<file path="config.mk">
export PLATFORM = sky130hd
export DESIGN_NAME = mdu_ctrl_flat
export DESIGN_NICKNAME = d
export VERILOG_FILES = /design/src/rtl/mdu_ctrl_pkg.sv /design/src/rtl/mdu_ctrl_if.sv /design/src/rtl/mdu_step.sv /design/src/rtl/mdu_ctrl.sv /design/src/flat_wrapper.sv
export SDC_FILE = /design/constraint.sdc
export NUM_CORES = 1
export LEC_CHECK = 0
export BUFFER_PORTS_ARGS = -buffer_cell sky130_fd_sc_hd__buf_2
export CELL_PAD_IN_SITES_DETAIL_PLACEMENT = 0
export CELL_PAD_IN_SITES_GLOBAL_PLACEMENT = 1
export CORE_UTILIZATION = 30
export CTS_BUF_LIST = sky130_fd_sc_hd__clkbuf_2 sky130_fd_sc_hd__clkbuf_4 sky130_fd_sc_hd__clkbuf_8
export DETAILED_ROUTE_END_ITERATION = 10
export HOLD_SLACK_MARGIN = 0.15
export PLACE_DENSITY = 0.6
export SLEW_MARGIN = 20
export SYNTH_ARGS = -nofsm -noshare
export SYNTH_HDL_FRONTEND = slang
export SYNTH_SLANG_ARGS = --single-unit
</file>
<file path="constraint.sdc">
create_clock -name clk -period 7.5 [get_ports clk]
set_clock_uncertainty 0.15 [all_clocks]
set_input_delay 1.5 -clock clk [delete_from_list [all_inputs] [get_ports clk]]
set_output_delay 1.5 -clock clk [all_outputs]
set_load 0.02 [all_outputs]
</file>
<file path="src/rtl/mdu_ctrl_pkg.sv">
// Shared encodings for the multiply/divide unit: operation codes, FSM states
// and small decode helpers used by the controller.
package mdu_ctrl_pkg;

  typedef enum logic [1:0] {
    MDU_MULT  = 2'b00,
    MDU_MULTU = 2'b01,
    MDU_DIV   = 2'b10,
    MDU_DIVU  = 2'b11
  } mdu_op_e;

  typedef enum logic [1:0] {
    IDLE = 2'b00,
    CALC = 2'b01,
    FIX  = 2'b10
  } mdu_state_e;

  function automatic logic op_is_signed(input mdu_op_e o);
    return (o == MDU_MULT) || (o == MDU_DIV);
  endfunction

  function automatic logic op_is_div(input mdu_op_e o);
    return (o == MDU_DIV) || (o == MDU_DIVU);
  endfunction

endpackage

</file>
<file path="src/rtl/mdu_ctrl_if.sv">
// Bundle between the EX stage and the multiply/divide unit, with the FSM
// state exposed for observation.
interface mdu_ctrl_if
  import mdu_ctrl_pkg::*;
#(
  parameter int WIDTH = 32
);
  // start is taken only on an edge where busy=0 and cancel=0; busy rises the
  // next cycle and stays high until the edge that writes hi/lo and pulses done.
  logic             start;
  logic [1:0]       op;
  logic [WIDTH-1:0] a;
  logic [WIDTH-1:0] b;
  logic             cancel;
  logic             mthi;
  logic             mtlo;
  logic [WIDTH-1:0] wdata;
  logic [WIDTH-1:0] hi;
  logic [WIDTH-1:0] lo;
  logic             busy;
  logic             done;
  mdu_state_e       state;

  modport master (
    output start, op, a, b, cancel, mthi, mtlo, wdata,
    input  hi, lo, busy, done, state
  );

  modport slave (
    input  start, op, a, b, cancel, mthi, mtlo, wdata,
    output hi, lo, busy, done, state
  );
endinterface

</file>
<file path="src/rtl/mdu_step.sv">
// One iteration of the unsigned datapath: shift-add for multiply, restoring
// shift-subtract for divide, operating on the {acc, mq} register pair.
module mdu_step #(
  parameter int WIDTH = 32
) (
  input  logic             is_div,
  input  logic [WIDTH-1:0] acc,
  input  logic [WIDTH-1:0] mq,
  input  logic [WIDTH-1:0] operand,
  output logic [WIDTH-1:0] acc_nxt,
  output logic [WIDTH-1:0] mq_nxt
);

  logic [WIDTH:0]   sum;
  logic [WIDTH:0]   shifted;
  logic [WIDTH+1:0] diff;
  logic             unused_bits;

  always_comb begin
    sum         = {1'b0, acc} + (mq[0] ? {1'b0, operand} : '0);
    shifted     = {acc, mq[WIDTH-1]};
    diff        = {1'b0, shifted} - {2'b00, operand};
    // The partial remainder stays below the divisor, so bit WIDTH of a
    // non-negative difference is always zero.
    unused_bits = diff[WIDTH];
    if (is_div) begin
      if (!diff[WIDTH+1]) begin
        acc_nxt = diff[WIDTH-1:0];
        mq_nxt  = {mq[WIDTH-2:0], 1'b1};
      end else begin
        acc_nxt = shifted[WIDTH-1:0];
        mq_nxt  = {mq[WIDTH-2:0], 1'b0};
      end
    end else begin
      acc_nxt = sum[WIDTH:1];
      mq_nxt  = {sum[0], mq[WIDTH-1:1]};
    end
  end

endmodule

</file>
<file path="src/rtl/mdu_ctrl.sv">
// Iterative multiply/divide sequencer with HI/LO registers for the MIPS EX stage.
// Define MDU_FAST_MUL_EN for a single-cycle combinational multiplier.
module mdu_ctrl
  import mdu_ctrl_pkg::*;
#(
  parameter int WIDTH = 32,
  parameter int CNT_W = 6
) (
  input  logic       clk,
  input  logic       rstn,
  mdu_ctrl_if.slave  bus
);

  mdu_state_e       state;
  logic [CNT_W-1:0] cnt;
  logic             is_div;
  logic             neg_q;
  logic             neg_r;
  logic             div0;
  logic [WIDTH-1:0] operand;
  logic [WIDTH-1:0] acc;
  logic [WIDTH-1:0] mq;
  logic [WIDTH-1:0] acc_nxt;
  logic [WIDTH-1:0] mq_nxt;
  logic [WIDTH-1:0] hi;
  logic [WIDTH-1:0] lo;
  logic             busy;
  logic             done;

  logic               a_neg;
  logic               b_neg;
  logic               start_div;
  logic [WIDTH-1:0]   a_mag;
  logic [WIDTH-1:0]   b_mag;
  logic [2*WIDTH-1:0] prod_fix;
  logic [WIDTH-1:0]   quo_fix;
  logic [WIDTH-1:0]   rem_fix;

  // Operands are reduced to magnitudes up front; signs are reapplied in FIX.
  always_comb begin
    a_neg     = op_is_signed(mdu_op_e'(bus.op)) & bus.a[WIDTH-1];
    b_neg     = op_is_signed(mdu_op_e'(bus.op)) & bus.b[WIDTH-1];
    start_div = op_is_div(mdu_op_e'(bus.op));
    a_mag     = a_neg ? -bus.a : bus.a;
    b_mag     = b_neg ? -bus.b : bus.b;
    prod_fix  = neg_q ? -{acc, mq} : {acc, mq};
    quo_fix   = div0 ? '1 : (neg_q ? -mq : mq);
    rem_fix   = neg_r ? -acc : acc;
  end

`ifdef MDU_FAST_MUL_EN
  logic [2*WIDTH-1:0] fast_prod;
  assign fast_prod = {{WIDTH{1'b0}}, a_mag} * {{WIDTH{1'b0}}, b_mag};
`endif

  mdu_step #(.WIDTH(WIDTH)) u_step (
    .is_div  (is_div),
    .acc     (acc),
    .mq      (mq),
    .operand (operand),
    .acc_nxt (acc_nxt),
    .mq_nxt  (mq_nxt)
  );

  always_ff @(posedge clk or negedge rstn) begin
    if (!rstn) begin
      state   <= IDLE;
      cnt     <= '0;
      is_div  <= 1'b0;
      neg_q   <= 1'b0;
      neg_r   <= 1'b0;
      div0    <= 1'b0;
      operand <= '0;
      acc     <= '0;
      mq      <= '0;
      hi      <= '0;
      lo      <= '0;
      busy    <= 1'b0;
      done    <= 1'b0;
    end else begin
      done <= 1'b0;
      case (state)
        IDLE: begin
          if (bus.mthi) hi <= bus.wdata;
          if (bus.mtlo) lo <= bus.wdata;
          if (bus.start && !bus.cancel) begin
            is_div  <= start_div;
            neg_q   <= a_neg ^ b_neg;
            neg_r   <= start_div & a_neg;
            div0    <= start_div && (bus.b == '0);
            busy    <= 1'b1;
            cnt     <= CNT_W'(WIDTH - 1);
            acc     <= '0;
            // Divide shifts the dividend out of mq; multiply shifts the multiplier.
            operand <= start_div ? b_mag : a_mag;
            mq      <= start_div ? a_mag : b_mag;
            state   <= CALC;
`ifdef MDU_FAST_MUL_EN
            if (!start_div) begin
              {acc, mq} <= fast_prod;
              state     <= FIX;
            end
`endif
          end
        end
        CALC: begin
          if (bus.cancel) begin
            busy  <= 1'b0;
            state <= IDLE;
          end else begin
            acc <= acc_nxt;
            mq  <= mq_nxt;
            if (cnt == '0) state <= FIX;
            else           cnt   <= cnt - 1'b1;
          end
        end
        FIX: begin
          // A flush arriving now belongs to a younger instruction, so commit anyway.
          if (is_div) begin
            hi <= rem_fix;
            lo <= quo_fix;
          end else begin
            {hi, lo} <= prod_fix;
          end
          done  <= 1'b1;
          busy  <= 1'b0;
          state <= IDLE;
        end
        default: begin
          busy  <= 1'b0;
          state <= IDLE;
        end
      endcase
    end
  end

  assign bus.hi    = hi;
  assign bus.lo    = lo;
  assign bus.busy  = busy;
  assign bus.done  = done;
  assign bus.state = state;

endmodule

</file>
<file path="src/flat_wrapper.sv">
// flat-port wrapper written by rule: the top's interface ports become plain ports
module mdu_ctrl_flat import mdu_ctrl_pkg::*;
#(
  parameter int WIDTH = 32,
  parameter int CNT_W = 6
)
  (clk, rstn, bus_start, bus_op, bus_a, bus_b, bus_cancel, bus_mthi, bus_mtlo, bus_wdata, bus_hi, bus_lo, bus_busy, bus_done, bus_state);
  mdu_ctrl_if #(.WIDTH(WIDTH)) bus_i ();
  input  logic clk;
  input  logic rstn;
  input wire logic [$bits(bus_i.start)-1:0] bus_start;
  input wire logic [$bits(bus_i.op)-1:0] bus_op;
  input wire logic [$bits(bus_i.a)-1:0] bus_a;
  input wire logic [$bits(bus_i.b)-1:0] bus_b;
  input wire logic [$bits(bus_i.cancel)-1:0] bus_cancel;
  input wire logic [$bits(bus_i.mthi)-1:0] bus_mthi;
  input wire logic [$bits(bus_i.mtlo)-1:0] bus_mtlo;
  input wire logic [$bits(bus_i.wdata)-1:0] bus_wdata;
  output wire logic [$bits(bus_i.hi)-1:0] bus_hi;
  output wire logic [$bits(bus_i.lo)-1:0] bus_lo;
  output wire logic [$bits(bus_i.busy)-1:0] bus_busy;
  output wire logic [$bits(bus_i.done)-1:0] bus_done;
  output wire logic [$bits(bus_i.state)-1:0] bus_state;
  assign bus_i.start = bus_start;
  assign bus_i.op = bus_op;
  assign bus_i.a = bus_a;
  assign bus_i.b = bus_b;
  assign bus_i.cancel = bus_cancel;
  assign bus_i.mthi = bus_mthi;
  assign bus_i.mtlo = bus_mtlo;
  assign bus_i.wdata = bus_wdata;
  assign bus_hi = bus_i.hi;
  assign bus_lo = bus_i.lo;
  assign bus_busy = bus_i.busy;
  assign bus_done = bus_i.done;
  assign bus_state = bus_i.state;
  mdu_ctrl #(.WIDTH(WIDTH), .CNT_W(CNT_W)) u_core (.clk(clk), .rstn(rstn), .bus(bus_i));
endmodule
</file>
==> impl_metrics.sql, run 1 <==
INSERT INTO impl_metrics (metric_group, metric, value, unit) VALUES
('route', 'routed-via-count', '15237', ''),
('job', 'drv_cap', '0', ''),
('clock_network', 'tritoncts.num_buffers', '17', ''),
('clock_network', 'clock_tree.root_cell', 'sky130_fd_sc_hd__clkbuf_8', ''),
('synthesis', 'synth_seq_area_share', '0.284', ''),
('setup_path', 'timing.critical_path.cells', 'inv_1 > nor2_1 > ha_1 > and3_1 > a221o_1 > o2bb2ai_1 > a21oi_1 > o21ai_0 > a41o_1 > nor4b_1 > a2111oi_0 > a211oi_1', ''),
('layout', 'final-seq-area', '4360', 'sq um'),
('run_status', 'result_of_the_run', 'completed', ''),
('min_path', 'path_type_of_the_worst_min_delay_path', 'flop to flop', ''),
('setup_path', 'required_time_worst_endpoint', '7.80', 'ns'),
('synthesis', 'yosys.cell_types.count', '87', ''),
('clock_network', 'setup_fix_bufs_post_cts', '0', ''),
('synthesis', 'synth-edff-count', '0', ''),
('power', 'pwr_density_cell', '363', 'nW/um^2'),
('sta', 'number_of_endpoints_with_negative_hold_slack_in_the_final_report', '0', ''),
('synthesis', 'synth.ff_latch_count', '174', ''),
('global_routing', 'grt_max_degree', '106', ''),
('clock_network', 'htree_num_levels', '4', ''),
('sta', 'worst_slew_pin_slew', '0.976', 'ns'),
('setup_path', 'crit-reg2reg-launch', 'u_core.mq[0]$_DFFE_PN0P_', ''),
('die', 'placementRows', '82', ''),
('setup_path', 'worst-path-max-fanout', '31', ''),
('die', 'die_h', '228', 'microns'),
('route', 'drt_first_iter_violations', '1419', ''),
('clock_network', 'tritoncts', 'done', ''),
('layout', 'syn_to_final_growth', '12.2', '%'),
('global_routing', 'globalRoute.totalOverflow', '0', ''),
('route', 'avgViaCountPerCell', '5.58', ''),
('route', 'drt.antenna.violating_nets', '0', ''),
('clock_network', 'worstSkewPairLatency', '0.53', 'ns'),
('setup_path', 'worstSetupEndpointType', 'flop', ''),
('layout', 'multi_input_area', '10300', 'sq um'),
('clock_network', 'clock-sinks', '174', ''),
('route', 'routed_wl', '60300', 'microns'),
('route', 'drt-wirelength-per-cell', '22.1', 'microns'),
('sta', 'slew_violations', '0', ''),
('placed_design', 'postPlaceCellArea', '16700', 'sq um'),
('synthesis', 'ys_async_sr_fraction', '1.00', ''),
('setup_path', 'critical_path.n_buffers_inverters', '1', ''),
('layout', 'num_antenna_cells', '0', ''),
('power', 'power_leakage', '0.00729', 'uW'),
('layout', 'final-instance-count-excl-fill', '2729', ''),
('route', 'drc', '0', ''),
('die', 'die_area', '51900', 'sq um'),
('sta', 'maxSlewHeadroom', '0.349', ''),
('layout', 'layout_commonest_cell', 'sky130_fd_sc_hd__o21ai_0', ''),
('global_routing', 'via_count_of_the_first_global_routing_pass', '14164', ''),
('synthesis', 'netlist_area', '15300', 'sq um'),
('layout', 'final_core_util', '0.342', ''),
('synthesis', 'ys.warnings.count', '0', ''),
('setup_path', 'cpPeakStageDelay', '0.74', 'ns'),
('synthesis', 'yosys.area.top_type_share', '0.284', ''),
('layout', 'final_net_count', '2220', ''),
('synthesis', 'syn-instance-count', '1955', ''),
('sta', 'final.period_utilization', '0.577', ''),
('placed_design', 'gp_congestion', '0.934', ''),
('setup_path', 'critPathArrivalTime', '4.63', 'ns'),
('sta', 'peak_freq', '231', 'MHz'),
('layout', 'layout.cells.most_common_list', 'sky130_fd_sc_hd__o21ai_0 (191), sky130_fd_sc_hd__nand2_1 (186), sky130_fd_sc_hd__a21oi_1 (186)', ''),
('route', 'drt_pass1_iterations', '5', ''),
('die', 'starting_density', '0.305', ''),
('global_routing', 'first_pass_grt_wire_length', '91100', 'microns'),
('sta', 'post-route-min-period', '4.33', 'ns'),
('die', 'boundaryPins', '172', ''),
('placed_design', 'io_buffers', '171', ''),
('min_path', 'hold_path_startpoint', 'u_core.bus.lo[11]$_DFFE_PN0P_', ''),
('synthesis', 'synth_top_cells_by_area', 'sky130_fd_sc_hd__dfrtp_1 (28%), sky130_fd_sc_hd__xnor2_1 (6.4%), sky130_fd_sc_hd__o21ai_0 (6.2%), sky130_fd_sc_hd__a21oi_1 (6.1%), sky130_fd_sc_hd__ha_1 (5.7%)', ''),
('placed_design', 'hpwlAfterDp', '47800', 'microns'),
('die', 'dieWidth', '228', 'microns'),
('sta', 'setup_tns', '0', 'ns'),
('setup_path', 'worst_setup_path_startpoint', 'u_core.mq[0]$_DFFE_PN0P_', '');
[sequential cells by signal (all words and copies together), names as in the netlist]
signal,count
u_core.bus.state,2
u_core.bus.hi,32
u_core.bus.busy,1
u_core.div0,1
u_core.neg_q,1
u_core.bus.lo,32
u_core.is_div,1
u_core.acc,32
u_core.cnt,6
u_core.neg_r,1
u_core.mq,32
u_core.bus.done,1
u_core.operand,32
[Yosys cell counts, drive strengths merged, types with 4 or more instances]
master,n
o21ai,213
nand2,189
a21oi,187
nor2,180
dfrtp,174
xnor2,111
clkbuf,101
ha,70
inv,66
mux2i,61
xor2,61
nor3,52
nand3,34
o22ai,33
a22oi,32
o31ai,27
a21o,26
or3,25
nor4,21
buf,20
nand2b,20
a31oi,19
and2,18
a211oi,16
nor2b,15
nand4,14
o211ai,13
o21a,13
or4,13
and3,11
o41ai,11
a221o,10
o21bai,9
o221ai,9
a21boi,7
or2,7
o22a,6
a211o,5
mux2,5
a221oi,4
a32o,4
nand3b,4
nor3b,4
o311a,4
[worst min-delay path: stages, from the launching register on]
cell                      delay [ns]
sky130_fd_sc_hd__dfrtp_1        0.35
sky130_fd_sc_hd__nand2_1        0.04
sky130_fd_sc_hd__o21ai_0        0.06
[power by group]
group	switching, uW	internal (uW)	total, uW	leakage (uW)
clock	392	367	759	0.000217
combinational	2350	1460	3810	0.00495
sequential	501	1160	1660	0.00212
[per-layer routing]
| metal | wire length (microns) | GRT usage | vias up | part of all wire |
|---|---|---|---|---|
| met5 | 0 | 0 | - | 0 |
| met1 | 29900 | 0.342 | 7411 | 0.50 |
| li1 | - | - | 7282 | - |
| met4 | 1110 | 0.0585 | 0 | 0.018 |
| met2 | 26100 | 0.339 | 500 | 0.43 |
| met3 | 3180 | 0.0303 | 44 | 0.053 |
[stage by stage]
| stage | hold WS [ns] | setup slack (ns) | power [uW] |
|---|---|---|---|
| 2_1_floorplan | 0.300 | 3.49 | 4200 |
| 3_3_place_gp | 0.310 | 3.05 | 5430 |
| 3_5_place_dp | 0.315 | 2.95 | 5410 |
| 4_1_cts | 0.336 | 3.20 | 6190 |
| 5_1_grt | 0.363 | 2.83 | 6660 |
| 6_report | 0.331 | 3.17 | 6230 |
[path summary, 6_finish.rpt]
kind | cells after the start | end | slack (ns)
max | 12 | u_core.acc[30]$_DFFE_PN0P_ | 3.17
min | 2 | u_core.bus.lo[11]$_DFFE_PN0P_ | 0.33
max reg2reg | 12 | u_core.acc[30]$_DFFE_PN0P_ | 3.17
min reg2reg | 2 | u_core.bus.lo[11]$_DFFE_PN0P_ | 0.33
max in group asynchronous | 2 | u_core.mq[31]$_DFFE_PN0P_ | 5.27
min in group asynchronous | 1 | u_core.bus.hi[21]$_DFFE_PN0P_ | 0.84
[cell type report]
| class | instances | area share |
|---|---|---|
| multi-input combinational | 1594 | 0.597 |
| sequential | 174 | 0.254 |
| timing repair buffer | 191 | 0.0608 |
| tap | 672 | 0.0490 |
| inverter | 66 | 0.0144 |
| clock buffer | 18 | 0.0141 |
| clock inverter | 14 | 0.0111 |
[kinds of logic after synthesis]
logic type | share of synthesized area
AOI/OAI and AO/OA | 0.271
xor gates and xnor gates | 0.0984
adders and majority gates | 0.0598
buffers and inverters | 0.0472
DFF | 0.284
muxes | 0.0436
and+or+nand+nor | 0.196
Note: power is estimated with default switching activity, not from simulation.
==> run 2, diff against run 1 <==
==> constraint.sdc (replaced) <==
create_clock -name clk -period 4.37 [get_ports clk]
set_clock_uncertainty 0.15 [all_clocks]
set_input_delay 0.874 -clock clk [delete_from_list [all_inputs] [get_ports clk]]
set_output_delay 0.874 -clock clk [all_outputs]
set_load 0.02 [all_outputs]
==> run 2 against run 1 <==
Net effect: first-iteration DRC count is 13% lower; sequential power is 63% higher; register-to-register slack worse by 2.6 ns; hold slack worse by 0.061 ns; sequential share of layout area is 0.36 points lower; combinational power is 79% higher; final area is 1.4% higher; critical path depth is 1 lower; global-route usage is 0.59 points higher; largest cell class unchanged; highest routed layer unchanged.
==> impl_metrics.sql, run 2 (same netlist as run 1, synthesis figures left out) <==
INSERT INTO impl_metrics (metric_group, metric, value, unit) VALUES
('run_status', 'result_of_the_run', 'completed', ''),
('layout', 'final_net_count', '2251', ''),
('placed_design', 'postPlaceCellArea', '17000', 'sq um'),
('layout', 'num_antenna_cells', '0', ''),
('layout', 'layout_commonest_cell', 'sky130_fd_sc_hd__o21ai_0', ''),
('setup_path', 'required_time_worst_endpoint', '4.64', 'ns'),
('sta', 'peak_freq', '265', 'MHz'),
('setup_path', 'path_common_cell', 'sky130_fd_sc_hd__a21oi_1', ''),
('setup_path', 'critical_path.top_delay_family', 'compound AO/OA/AOI/OAI gates', ''),
('setup_path', 'cpPeakStageDelay', '0.53', 'ns'),
('power', 'power_leakage', '0.00744', 'uW'),
('sta', 'worst_slew_pin_slew', '0.900', 'ns'),
('sta', 'number_of_endpoints_with_negative_hold_slack_in_the_final_report', '0', ''),
('setup_path', 'setup.reg_to_reg.worst_slack', '0.59', 'ns'),
('sta', 'setup_tns', '0', 'ns'),
('layout', 'finish.instance_area', '17400', 'sq um'),
('clock_network', 'cts-hold-fix-buffers', '0', ''),
('clock_network', 'setup_fix_bufs_post_cts', '0', ''),
('power', 'power.ir.vdd_worst', '0.312', 'mV'),
('die', 'core-area', '50300', 'sq um'),
('global_routing', 'antenna_found_initial', '0', ''),
('setup_path', 'timing.critical_path.slowest_stage_cell', 'sky130_fd_sc_hd__dfrtp_1', ''),
('route', 'drt.antenna.violating_nets', '0', ''),
('setup_path', 'cp-start-kind', 'flop', ''),
('sta', 'post-route-min-period', '3.78', 'ns'),
('clock_network', 'clk_transition_reported_paths', '0.11', 'ns'),
('global_routing', 'globalRoute.totalOverflow', '0', ''),
('setup_path', 'timing_worst_setup_path_type', 'flop to flop', ''),
('placed_design', 'pre_cts_ws', '0.527', 'ns'),
('route', 'drt-wirelength-per-cell', '22.5', 'microns'),
('clock_network', 'cts.path.max_buffers', '2', ''),
('setup_path', 'worst-path-max-fanout', '24', ''),
('clock_network', 'worstSkewPairLatency', '0.53', 'ns'),
('placed_design', 'io_buffers', '171', ''),
('setup_path', 'worstSetupEndpointType', 'flop', ''),
('layout', 'multi_input_area', '10200', 'sq um'),
('layout', 'final-seq-area', '4360', 'sq um'),
('clock_network', 'tritoncts', 'done', ''),
('power', 'pwr_density_cell', '620', 'nW/um^2'),
('die', 'starting_density', '0.305', ''),
('sta', 'post-route-worst-setup-slack', '0.591', 'ns'),
('min_path', 'path_type_of_the_worst_min_delay_path', 'primary input to asynchronous set/reset pin', ''),
('setup_path', 'crit-reg2reg-launch', 'u_core.acc[2]$_DFFE_PN0P_', ''),
('die', 'boundaryPins', '172', ''),
('setup_path', 'rr_endpoint', 'u_core.acc[0]$_DFFE_PN0P_', ''),
('route', 'routed-via-count', '15407', ''),
('route', 'drt_first_iter_violations', '1241', ''),
('setup_path', 'ff2ff_path_depth', '11', ''),
('global_routing', 'all_layer_global_routing_usage', '0.234', ''),
('layout', 'syn_to_final_growth', '13.8', '%'),
('job', 'drv_cap', '0', ''),
('route', 'drc', '0', ''),
('global_routing', 'first_pass_grt_wire_length', '93000', 'microns'),
('sta', 'slew_violations', '0', ''),
('setup_path', 'worst_setup_path_startpoint', 'u_core.acc[2]$_DFFE_PN0P_', ''),
('clock_network', 'clock-sinks', '174', ''),
('sta', 'hold_ws', '0.271', 'ns'),
('die', 'placementRows', '82', ''),
('placed_design', 'hpwlAfterDp', '48800', 'microns'),
('clock_network', 'htree_num_levels', '4', ''),
('clock_network', 'post_cts_sizing', '0', ''),
('global_routing', 'grt_max_degree', '95', ''),
('layout', 'layout.cells.most_common_list', 'sky130_fd_sc_hd__o21ai_0 (191), sky130_fd_sc_hd__nand2_1 (187), sky130_fd_sc_hd__a21oi_1 (186)', ''),
('layout', 'final_core_util', '0.346', ''),
('sta', 'final.period_utilization', '0.865', ''),
('die', 'die_area', '51900', 'sq um'),
('clock_network', 'clock_tree.root_cell', 'sky130_fd_sc_hd__clkbuf_8', ''),
('setup_path', 'critical_path.n_buffers_inverters', '1', ''),
('global_routing', 'via_count_of_the_first_global_routing_pass', '14531', ''),
('die', 'dieWidth', '228', 'microns'),
('placed_design', 'gp_congestion', '0.935', ''),
('layout', 'post_route_cells_drive_above_1_share', '0.144', ''),
('route', 'routed_wl', '62000', 'microns'),
('layout', 'fillCellCount', '5418', ''),
('setup_path', 'critPathArrivalTime', '4.05', 'ns'),
('die', 'die_h', '228', 'microns'),
('setup_path', 'timing.critical_path.cells', 'ha_1 > and2_1 > o211ai_1 > a211oi_2 > o21ai_1 > a21oi_1 > a21oi_1 > o31ai_4 > buf_12 > mux2_2 > o221ai_1', ''),
('clock_network', 'tritoncts.num_buffers', '17', ''),
('route', 'avgViaCountPerCell', '5.58', ''),
('sta', 'unrepaired_setup_endpoints_after_global_routing', 'no', ''),
('route', 'drt_pass1_iterations', '6', ''),
('sta', 'setup_violations', '0', ''),
('sta', 'maxSlewHeadroom', '0.398', '');
-- run 2: cell types whose count changed in the layout (fill, tap and decap cells not counted) --
| cell | change |
|---|---|
| sky130_fd_sc_hd__buf_4 | +28 |
| sky130_fd_sc_hd__buf_12 | +4 |
| sky130_fd_sc_hd__clkinv_2 | -3 |
| sky130_fd_sc_hd__bufinv_16 | -2 |
| sky130_fd_sc_hd__clkbuf_8 | +2 |
| sky130_fd_sc_hd__inv_8 | +2 |
| sky130_fd_sc_hd__buf_16 | -1 |
| sky130_fd_sc_hd__inv_6 | +1 |
| sky130_fd_sc_hd__nand2_1 | +1 |
| sky130_fd_sc_hd__nand2_2 | -1 |
-- run 2: where the power goes --
group,internal (uW),switching [uW]
sequential,2000,714
combinational,2650,4190
clock,559,698
total,5200,5600
-- run 2: area by class of cell --
| type | count | area share |
|---|---|---|
| Multi-Input combinational cell | 1594 | 0.589 |
| Clock buffer | 20 | 0.0154 |
| Clock inverter | 12 | 0.00841 |
| Timing Repair Buffer | 222 | 0.0751 |
| Sequential cell | 174 | 0.250 |
| Inverter | 66 | 0.0142 |
| Tap cell | 672 | 0.0483 |
-- run 2: worst max path at each step --
stage | depth (start not counted) | slack [ns] | to
final | 11 | 0.59 | u_core.acc[0]$_DFFE_PN0P_
after global routing | 13 | 0.38 | u_core.acc[30]$_DFFE_PN0P_
after CTS | 13 | 0.64 | u_core.acc[30]$_DFFE_PN0P_
after detailed placement | 10 | 0.53 | u_core.mq[26]$_DFFE_PN0P_
after global placement | 10 | 0.58 | u_core.mq[26]$_DFFE_PN0P_
after floorplan | 10 | 0.98 | u_core.mq[24]$_DFFE_PN0P_
-- run 2: per-stage QoR --
stage	cells	total power [uW]
floorplan	1955	7210
global placement	2727	9470
detailed placement	2728	9460
CTS	2760	10800
global route	2760	11600
finish	2760	10800
-- run 2: per-layer routing --
| metal | wire, microns | vias up | GRT usage |
|---|---|---|---|
| li1 | - | 7347 | - |
| met3 | 3390 | 44 | 0.0369 |
| met4 | 1190 | 0 | 0.0568 |
| met2 | 27100 | 523 | 0.356 |
| met5 | 0 | - | 0 |
| met1 | 30300 | 7493 | 0.342 |
==> run 3, diff against run 2 <==
--- a/config.mk
+++ b/config.mk
@@ -5,6 +5,7 @@
 export SDC_FILE = /design/constraint.sdc
 export NUM_CORES = 1
 export LEC_CHECK = 0
+export ABC_AREA = 1
 export BUFFER_PORTS_ARGS = -buffer_cell sky130_fd_sc_hd__buf_2
 export CELL_PAD_IN_SITES_DETAIL_PLACEMENT = 0
 export CELL_PAD_IN_SITES_GLOBAL_PLACEMENT = 1
@@ -12,7 +13,7 @@
 export CTS_BUF_LIST = sky130_fd_sc_hd__clkbuf_2 sky130_fd_sc_hd__clkbuf_4 sky130_fd_sc_hd__clkbuf_8
 export DETAILED_ROUTE_END_ITERATION = 10
 export HOLD_SLACK_MARGIN = 0.15
-export PLACE_DENSITY = 0.6
+export PLACE_DENSITY = 0.63
 export SLEW_MARGIN = 20
 export SYNTH_ARGS = -nofsm -noshare
 export SYNTH_HDL_FRONTEND = slang
==> run 3 against run 2 <==
Net effect: flip-flop and latch count unchanged; maximum frequency up 11%; routed wire length up 40%; sequential power down 3%; cell count up 48%; synthesized area up 20%.
==> impl_metrics.sql, run 3 <==
INSERT INTO impl_metrics (metric_group, metric, value, unit) VALUES
('run_status', 'result_of_the_run', 'completed', ''),
('route', 'drc', '0', ''),
('clock_network', 'setup_fix_bufs_post_cts', '0', ''),
('global_routing', 'all_layer_global_routing_usage', '0.275', ''),
('route', 'drt_pass1_iterations', '6', ''),
('power', 'total_power', '11200', 'uW'),
('synthesis', 'syn-instance-count', '3177', ''),
('placed_design', 'gp_congestion', '0.939', ''),
('sta', 'unrepaired_setup_endpoints_after_global_routing', 'no', ''),
('sta', 'hold_ws', '0.342', 'ns'),
('placed_design', 'hpwlAfterDp', '71900', 'microns'),
('power', 'power.share.combinational', '0.658', ''),
('power', 'seq_power_share', '0.235', ''),
('sta', 'final.period_utilization', '0.777', ''),
('synthesis', 'postSynth.topFlopCell', 'sky130_fd_sc_hd__dfrtp_1', ''),
('power', 'power_leakage', '0.0105', 'uW'),
('setup_path', 'timing.critical_path.slowest_stage_cell', 'sky130_fd_sc_hd__inv_2', ''),
('global_routing', 'globalRoute.totalOverflow', '0', ''),
('synthesis', 'synth_area_per_cell', '5.77', 'sq um'),
('sta', 'number_of_endpoints_with_negative_hold_slack_in_the_final_report', '0', ''),
('sta', 'post-route-min-period', '3.39', 'ns'),
('route', 'avgViaCountPerCell', '5.18', ''),
('setup_path', 'critPathArrivalTime', '3.68', 'ns'),
('setup_path', 'cp-start-kind', 'flop', ''),
('placed_design', 'io_buffers', '171', ''),
('route', 'routed_wl', '86800', 'microns'),
('sta', 'worst_slew_pin_slew', '1.10', 'ns'),
('synthesis', 'ys_async_sr_fraction', '1.00', ''),
('sta', 'slew_violations', '0', ''),
('synthesis', 'netlist_area', '18300', 'sq um'),
('die', 'die_area', '62100', 'sq um'),
('power', 'net_switching', '6580', 'uW'),
('die', 'placementRows', '90', ''),
('global_routing', 'grtUsageMet3', '0.0309', ''),
('clock_network', 'post_cts_sizing', '0', ''),
('global_routing', 'grt_util_met1', '0.383', ''),
('die', 'dieWidth', '249', 'microns'),
('synthesis', 'synth_fp_nets', '3353', ''),
('synthesis', 'synth-edff-count', '0', ''),
('sta', 'setup_tns', '0', 'ns'),
('setup_path', 'timing.critical_path.cells', 'inv_2 > nor2_4 > inv_4 > nor2_8 > nor2_4 > inv_2 > nand2_1 > inv_1 > a21oi_1', ''),
('power', 'pwr_density_cell', '553', 'nW/um^2'),
('clock_network', 'clock-sinks', '174', ''),
('clock_network', 'tritoncts.num_buffers', '17', ''),
('global_routing', 'first_pass_grt_wire_length', '128000', 'microns'),
('job', 'drv_cap', '0', ''),
('clock_network', 'clk_transition_reported_paths', '0.11', 'ns'),
('clock_network', 'cts-hold-fix-buffers', '1', ''),
('clock_network', 'clock_tree.root_cell', 'sky130_fd_sc_hd__clkbuf_8', ''),
('power', 'power_switching_share', '0.585', ''),
('synthesis', 'synth_common_cells', 'sky130_fd_sc_hd__nand2_1 (969), sky130_fd_sc_hd__inv_1 (428), sky130_fd_sc_hd__nor2_1 (373)', ''),
('route', 'drt_first_iter_violations', '1823', ''),
('layout', 'post_route_cells_drive_above_1_share', '0.0922', ''),
('global_routing', 'antenna_found_initial', '1', ''),
('global_routing', 'grt_max_degree', '84', ''),
('layout', 'final_core_util', '0.337', ''),
('route', 'routed-via-count', '21183', ''),
('die', 'boundaryPins', '172', ''),
('power', 'power.ir.vdd_worst', '0.331', 'mV'),
('synthesis', 'synth_top_cells_by_area', 'sky130_fd_sc_hd__dfrtp_1 (24%), sky130_fd_sc_hd__nand2_1 (20%), sky130_fd_sc_hd__nand3_1 (9.6%), sky130_fd_sc_hd__inv_1 (8.8%), sky130_fd_sc_hd__nor2_1 (7.6%)', ''),
('layout', 'layout_commonest_cell', 'sky130_fd_sc_hd__nand2_1', ''),
('layout', 'layout.cells.most_common_list', 'sky130_fd_sc_hd__nand2_1 (969), sky130_fd_sc_hd__inv_1 (427), sky130_fd_sc_hd__nor2_1 (372)', ''),
('synthesis', 'yosys.area.top_type_share', '0.238', ''),
('synthesis', 'ys.warnings.count', '0', ''),
('global_routing', 'via_count_of_the_first_global_routing_pass', '19992', ''),
('synthesis', 'synthDominantAreaCellType', 'sky130_fd_sc_hd__dfrtp_1', ''),
('route', 'drt.antenna.violating_nets', '0', ''),
('global_routing', 'globalRoute.busiestLayer', 'met2', ''),
('power', 'clock_network_fraction_of_total_power', '0.107', ''),
('clock_network', 'cts.path.max_buffers', '2', ''),
('layout', 'final_net_count', '3471', ''),
('synthesis', 'synth.ff_latch_count', '174', ''),
('die', 'starting_density', '0.304', ''),
('synthesis', 'synth_seq_area_share', '0.238', ''),
('clock_network', 'htree_num_levels', '4', ''),
('setup_path', 'worst-path-max-fanout', '62', ''),
('die', 'die_h', '249', 'microns'),
('clock_network', 'worstSkewPairLatency', '0.58', 'ns'),
('die', 'core-area', '60400', 'sq um'),
('setup_path', 'timing_worst_setup_path_type', 'flop to flop', ''),
('sta', 'setup_violations', '0', ''),
('sta', 'maxSlewHeadroom', '0.263', ''),
('sta', 'peak_freq', '295', 'MHz'),
('synthesis', 'post-synth-top-count-cell', 'sky130_fd_sc_hd__nand2_1', ''),
('min_path', 'path_type_of_the_worst_min_delay_path', 'flop to flop', ''),
('synthesis', 'yosys.cell_types.count', '47', ''),
('global_routing', 'groute.layer.met2.usage', '0.450', ''),
('setup_path', 'cpPeakStageDelay', '0.77', 'ns'),
('route', 'drt-wirelength-per-cell', '21.2', 'microns'),
('setup_path', 'required_time_worst_endpoint', '4.66', 'ns'),
('layout', 'syn_to_final_growth', '11.0', '%'),
('clock_network', 'tritoncts', 'done', ''),
('setup_path', 'worstSetupEndpointType', 'flop', ''),
('power', 'power_report.internal_total', '4660', 'uW');
[run 3: cell count changes after synthesis, moves of 52 or more]
cell,previous run,this run
sky130_fd_sc_hd__xnor2_1,111,14
sky130_fd_sc_hd__clkbuf_1,101,49
sky130_fd_sc_hd__nand2_1,188,969
sky130_fd_sc_hd__nor2_1,180,373
sky130_fd_sc_hd__inv_1,66,428
sky130_fd_sc_hd__mux2i_1,61,0
sky130_fd_sc_hd__nand3_1,34,352
[run 3: layout make-up]
type                            instances  area, sq um
Sequential cell                       174         4360
Fill cell                            6935        40000
Clock buffer                           18          241
Multi-Input combinational cell       2444        11800
Tap cell                              782          978
Inverter                              455         1710
Clock inverter                         13          133
Timing Repair Buffer                  203         1120
Antenna cell                            1         2.50
[run 3: cells by family (layout without fill, tap and decap cells)]
group,after synthesis,in the layout,share of synthesized area
xor+xnor,52,52,0.0248
buf+inv,559,689,0.119
compound gates,502,502,0.150
fa+ha+maj,72,72,0.0500
simple gates,1818,1818,0.419
other cells,0,1,0
flops,174,174,0.238
[run 3: metal layers]
| metal | part of all wire | vias to the layer above |
|---|---|---|
| li1 | - | 10468 |
| met1 | 0.47 | 9952 |
| met2 | 0.46 | 682 |
| met3 | 0.049 | 81 |
| met4 | 0.021 | 0 |
| met5 | 0 | - |
[run 3: worst max-delay path, delay by kind of cell (launching register included)]
family                 cells  cell delay [ns]
buffers and inverters      4             1.38
flip-flops                 1             0.49
AND/OR/NAND/NOR            4             1.12
AO/OA/AOI/OAI              1             0.07
[run 3: path summary, 6_finish.rpt]
| check | startpoint | end | slack, ns | cells after the start |
|---|---|---|---|---|
| worst max-delay path | u_core.bus.state[0]$_DFFE_PN0P_ | u_core.mq[31]$_DFFE_PN0P_ | 0.98 | 9 |
| worst min-delay path | u_core.bus.lo[8]$_DFFE_PN0P_ | u_core.bus.lo[8]$_DFFE_PN0P_ | 0.34 | 2 |
| worst max register to register | u_core.bus.state[0]$_DFFE_PN0P_ | u_core.mq[31]$_DFFE_PN0P_ | 0.98 | 9 |
| worst min register to register | u_core.bus.lo[8]$_DFFE_PN0P_ | u_core.bus.lo[8]$_DFFE_PN0P_ | 0.34 | 2 |
| max in group asynchronous | rstn | u_core.bus.hi[2]$_DFFE_PN0P_ | 2.37 | 3 |
| min in group asynchronous | rstn | u_core.bus.hi[15]$_DFFE_PN0P_ | 0.64 | 2 |
[run 3: metrics by stage]
step	cell area (sq um)	setup WS, ns	std cells
global route	20400	0.734	4090
global placement	20000	0.942	4057
CTS	20300	0.943	4089
floorplan	18300	1.76	3177
detailed placement	20000	0.976	4057
finish	20400	0.975	4090
[run 3: power groups by stage]
stage / Sequential, uW / Clock [uW] / Combinational [uW]
finish: 2640 / 1200 / 7400
global placement: 2640 / 0 / 7310
floorplan: 2480 / 0 / 4930
detailed placement: 2650 / 0 / 7290
CTS: 2610 / 1230 / 7330
global route: 2680 / 1290 / 8220
